--- config.mk ---
export PLATFORM = sky130hd
export DESIGN_NAME = mem_port_arbiter
export DESIGN_NICKNAME = d
export VERILOG_FILES = /design/src/rtl/mem_port_arbiter.sv
export SDC_FILE = /design/constraint.sdc
export NUM_CORES = 1
export LEC_CHECK = 0
export CORE_MARGIN = 2
export CORE_UTILIZATION = 33
export CTS_BUF_LIST = sky130_fd_sc_hd__clkbuf_4 sky130_fd_sc_hd__clkbuf_8
export CTS_CLUSTER_SIZE = 30
export DETAILED_ROUTE_END_ITERATION = 16
export PLACE_DENSITY = 0.7
export REMOVE_ABC_BUFFERS = 1
export SKIP_LAST_GASP = 1
export SYNTH_ARGS = -nofsm -noshare
export SYNTH_HDL_FRONTEND = slang
export SYNTH_SLANG_ARGS = --single-unit
--- constraint.sdc ---
create_clock -name clk -period 4.95 [get_ports clk]
set_input_delay 0.99 -clock clk [delete_from_list [all_inputs] [get_ports clk]]
set_output_delay 0.99 -clock clk [all_outputs]
set_load 0.005 [all_outputs]
--- src/rtl/mem_port_arbiter.sv ---
// Shares one downstream memory port between an instruction read port (A) and
// a data read/write port (B). B has priority; a starvation counter forces A.
module mem_port_arbiter #(
  parameter int unsigned DATA_WIDTH   = 16,
  parameter int unsigned ADDR_WIDTH   = 16,
  parameter int unsigned STARVE_LIMIT = 4
) (
  input  logic                    clk,
  input  logic                    rst_n,
  input  logic                    a_read,
  input  logic [ADDR_WIDTH-1:0]   a_address,
  output logic                    a_resp,
  output logic [DATA_WIDTH-1:0]   a_rdata,
  input  logic                    b_read,
  input  logic                    b_write,
  input  logic [DATA_WIDTH/8-1:0] b_wmask,
  input  logic [ADDR_WIDTH-1:0]   b_address,
  input  logic [DATA_WIDTH-1:0]   b_wdata,
  output logic                    b_resp,
  output logic [DATA_WIDTH-1:0]   b_rdata,
  output logic                    pmem_read,
  output logic                    pmem_write,
  output logic [DATA_WIDTH/8-1:0] pmem_wmask,
  output logic [ADDR_WIDTH-1:0]   pmem_address,
  output logic [DATA_WIDTH-1:0]   pmem_wdata,
  input  logic                    pmem_resp,
  input  logic [DATA_WIDTH-1:0]   pmem_rdata,
  output logic                    grant_b
);

  localparam int unsigned MASK_W = DATA_WIDTH / 8;
  localparam int unsigned CNT_W  = 4;

  typedef enum logic [1:0] {
    IDLE    = 2'd0,
    SERVE_A = 2'd1,
    SERVE_B = 2'd2,
    RECOVER = 2'd3
  } state_t;

  state_t             state;
  state_t             state_nxt;
  logic [CNT_W-1:0]   starve_cnt;
  logic               b_req;
  logic               take_a;
  logic               take_b;
  logic               done;

  assign b_req = b_read | b_write;

  // Next-state, grant decode and same-cycle completion pulses.
  always_comb begin
    state_nxt = state;
    take_a    = 1'b0;
    take_b    = 1'b0;
    done      = 1'b0;
    a_resp    = 1'b0;
    b_resp    = 1'b0;
    case (state)
      IDLE: begin
        if (b_req && (!a_read || (starve_cnt < CNT_W'(STARVE_LIMIT)))) begin
          take_b    = 1'b1;
          state_nxt = SERVE_B;
        end else if (a_read) begin
          take_a    = 1'b1;
          state_nxt = SERVE_A;
        end
      end
      SERVE_A: begin
        if (pmem_resp) begin
          a_resp    = 1'b1;
          done      = 1'b1;
          state_nxt = RECOVER;
        end
      end
      SERVE_B: begin
        if (pmem_resp) begin
          b_resp    = 1'b1;
          done      = 1'b1;
          state_nxt = RECOVER;
        end
      end
      RECOVER: state_nxt = IDLE;
      default: state_nxt = IDLE;
    endcase
  end

  always_ff @(posedge clk or negedge rst_n) begin
    if (!rst_n) begin
      state <= IDLE;
    end else begin
      state <= state_nxt;
    end
  end

  // Downstream request is latched at grant so requester changes cannot leak through.
  always_ff @(posedge clk or negedge rst_n) begin
    if (!rst_n) begin
      pmem_read    <= 1'b0;
      pmem_write   <= 1'b0;
      pmem_wmask   <= '0;
      pmem_address <= '0;
      pmem_wdata   <= '0;
      grant_b      <= 1'b0;
      a_rdata      <= '0;
      b_rdata      <= '0;
    end else begin
      if (take_a) begin
        pmem_read    <= 1'b1;
        pmem_write   <= 1'b0;
        pmem_wmask   <= {MASK_W{1'b1}};
        pmem_address <= a_address;
      end else if (take_b) begin
        // Read+write together resolves to a write.
        pmem_read    <= ~b_write;
        pmem_write   <= b_write;
        pmem_wmask   <= b_write ? b_wmask : {MASK_W{1'b1}};
        pmem_address <= b_address;
        pmem_wdata   <= b_wdata;
      end else if (done) begin
        pmem_read    <= 1'b0;
        pmem_write   <= 1'b0;
      end
      grant_b <= (state_nxt == SERVE_B);
      if (a_resp) a_rdata <= pmem_rdata;
      if (b_resp) b_rdata <= pmem_rdata;
    end
  end

  // Counts B grants taken while A is waiting; saturates.
  always_ff @(posedge clk or negedge rst_n) begin
    if (!rst_n) begin
      starve_cnt <= '0;
    end else if (take_a) begin
      starve_cnt <= '0;
    end else if (take_b && a_read) begin
      if (starve_cnt != {CNT_W{1'b1}}) starve_cnt <= starve_cnt + CNT_W'(1);
    end else if ((state == IDLE) && !a_read) begin
      starve_cnt <= '0;
    end
  end

endmodule
==> flow_summary.toml <==
[clock_tree]
cts_root_buf = "clkbuf_8"
cts.path.max_buffers = 2
cts_resized = 0
clk_pin_slew_ns = 0.08
cts_tree = "yes"
ctsHoldBuffers = 0
cts_sinks = 75
cts_setup_buffers = 0
cts_made_buffers = 9
clock_latency_ns = 0.34
cts-htree-levels = 3

[worst_setup_path]
r2r_cells = 6
timing.rr.end = "pmem_address[6]"
crit_type = "input pin to output pin"
end_kind = "output pin"
path_max_fanout = 17
rrSetupSlack_ns = 2.90
worstSetupStartpointType = "input pin"
required_ns = 3.96
critPathBufInv = 4
crit_family = "buffers and inverters"
r2r-start = "state[1]"
critPathMostFrequentCell = "clkdlybuf4s50_1"
critical-path-max-stage-delay_ns = 0.55
cp_cell_sequence = "clkdlybuf4s50_1 -> nand2_1 -> buf_4 -> inv_1 -> clkdlybuf4s50_1"
worstPathArrival_ns = 2.41
cp_slowest_cell = "clkdlybuf4s50_1"

[routing]
via_per_inst = 4.78
detail_route.wl_per_cell_um = 15.5
drtIter0Drc = 27
drc = 0
vias = 2280
ant_nets = 0
dr.pass1.iters = 4
routed_wl_mm = 7.42

[layout]
seqCellArea_sq_um = 1880
drive_above_1_share_pct = 19.4
insertedDiodeCount = 0
stdcell_count = 477
layout_common_cells = "clkdlybuf4s50_1 (141), dfrtp_1 (75), mux2_2 (48)"
syn2layout_area_growth_pct = 56.2
layout.nets = 438
mostFrequentLayoutCell = "clkdlybuf4s50_1"
multiInputGateArea_sq_um = 1090
fillerInstances = 802

[die]
rows = 35
start_util_pct = 33.5
ios = 143
die_h_um = 100
fp.dieW_um = 100
die_area_sq_um = 10000
core_sq_um = 9110

[logic_synthesis]
ys_warn_count = 0
yosysUniqueCellTypes = 29
seq_area_frac_synth_pct = 61.5
synthArstFlopShare_pct = 100
syn_area_per_cell_sq_um = 14.3
synthCells = 213
syn-cell-area_sq_um = 3050
ys.flop_type = "dfrtp_1"
synth_edf_count = 0
synth-seq-cells = 75

[power_and_ir_drop]
p_leak_nw = 2.02
power_density_nw_per_um2 = 599
vdd.ir_drop.worst_mv = 0.269

[hold_path]
min_path_cells = 1
hold_class = "flip-flop to flip-flop"
min-delay-start = "pmem_wdata[2]"
hold_path_end = "pmem_wdata[2]"

[timing]
setup_viol = 0
fin_tns_setup_ns = 0
finalCriticalPeriod_ns = 3.40
max_freq_mhz = 294
min_period_over_period_pct = 68.7
max_slew_margin_pct = 27.3
tightest_slew_ns = 1.08
rsz0062_at_grt = "false"
fin_worst_skew_ns = 0.0122
report.final.slew_viol_count = 0
hold_viol_final = 0

[placement]
io_buffers = 142
placed_cells = 460
dpl.hpwl_mm = 5.26
gp_congestion = 0.762

[global_route]
grt_pass1_vias = 2399
grt_pass1_wl_mm = 12.0
gr-total-overflow = 0
grt_max_degree = 76
grt_use_total_pct = 15.2
antenna_found_initial = 0

[run]
maxCapViolCount = 0

[run_status]
outcome = "finished, final reports clean"
[routing by layer]
metal / up-vias / part of all wire, % / global-route usage [%]
met2: 69 / 53 / 26.3
met5: - / 0 / 0
met1: 1143 / 40 / 17.8
met3: 7 / 5.6 / 4.94
met4: 0 / 1.2 / 5.06
li1: 1061 / - / -
[Yosys cell counts, types with 2 or more instances]
cell type / number / area share (%)
mux2_2: 48 / 18
buf_2: 3 / 0.49
a21oi_1: 4 / 0.66
nor2_1: 5 / 0.61
a221o_1: 16 / 5.2
nand2b_1: 2 / 0.41
o21ai_0: 4 / 0.66
ha_1: 5 / 2.0
inv_1: 5 / 0.61
buf_6: 4 / 1.5
nand2_1: 7 / 0.86
nand3_1: 2 / 0.33
and2_1: 16 / 3.3
dfrtp_1: 75 / 61
o22a_1: 2 / 0.57
nor2b_1: 2 / 0.41
[cell families after synthesis]
family,count (synthesis),share of synthesized area (%)
buffers and inverters,14,2.95
flip-flops,75,61.5
AO/OA/AOI/OAI,33,9.01
AND/OR/NAND/NOR,38,6.84
multiplexers,48,17.7
adder cells (fa/ha/maj),5,2.05
[sequential cells by signal, indices dropped and copies added (netlist names)]
signal	cells
pmem_address	16
pmem_wmask	2
pmem_wdata	16
grant_b	1
a_rdata	16
state	2
starve_cnt	4
pmem_read	1
pmem_write	1
b_rdata	16
[through the flow]
step           instance area, sq um  power (mW)  hold slack (ns)  setup WS, ns  util [%]
2_1_floorplan                  2980        1.62            0.476          2.49         -
3_3_place_gp                   4560        2.39            0.489          1.54      50.1
3_5_place_dp                   4560        2.42            0.493          1.56      50.1
4_1_cts                        4760        2.90            0.512          1.54      52.3
5_1_grt                        4770        3.06            0.528          1.47      52.4
6_report                       4770        2.86            0.509          1.55      52.4
[area by class of cell]
type	instances	area share, %
multi-input cells	124	22.8
flip-flops and latches	75	39.3
well taps	111	2.91
repair buffers	146	30.4
inverters	5	0.393
clock inverters	7	1.57
clock buffers	9	2.60
[report_power, final]
group	switching [mW]	total, mW	leakage, nW	internal [mW]
logic	0.445	1.33	1.01	0.883
clock network	0.234	0.470	0.104	0.236
registers	0.150	1.06	0.903	0.910
total	0.829	2.86	2.02	2.03
[how the worst max path moves through the flow]
stage	start	end	slack [ns]	cells after the start
finish	pmem_resp	b_resp	1.55	5
global route	pmem_resp	a_resp	1.47	5
floorplan	pmem_resp	a_resp	2.49	2
global placement	pmem_resp	b_resp	1.54	5
detailed placement	pmem_resp	b_resp	1.56	5
CTS	pmem_resp	b_resp	1.54	5
Power figures use the tool's default switching activity.
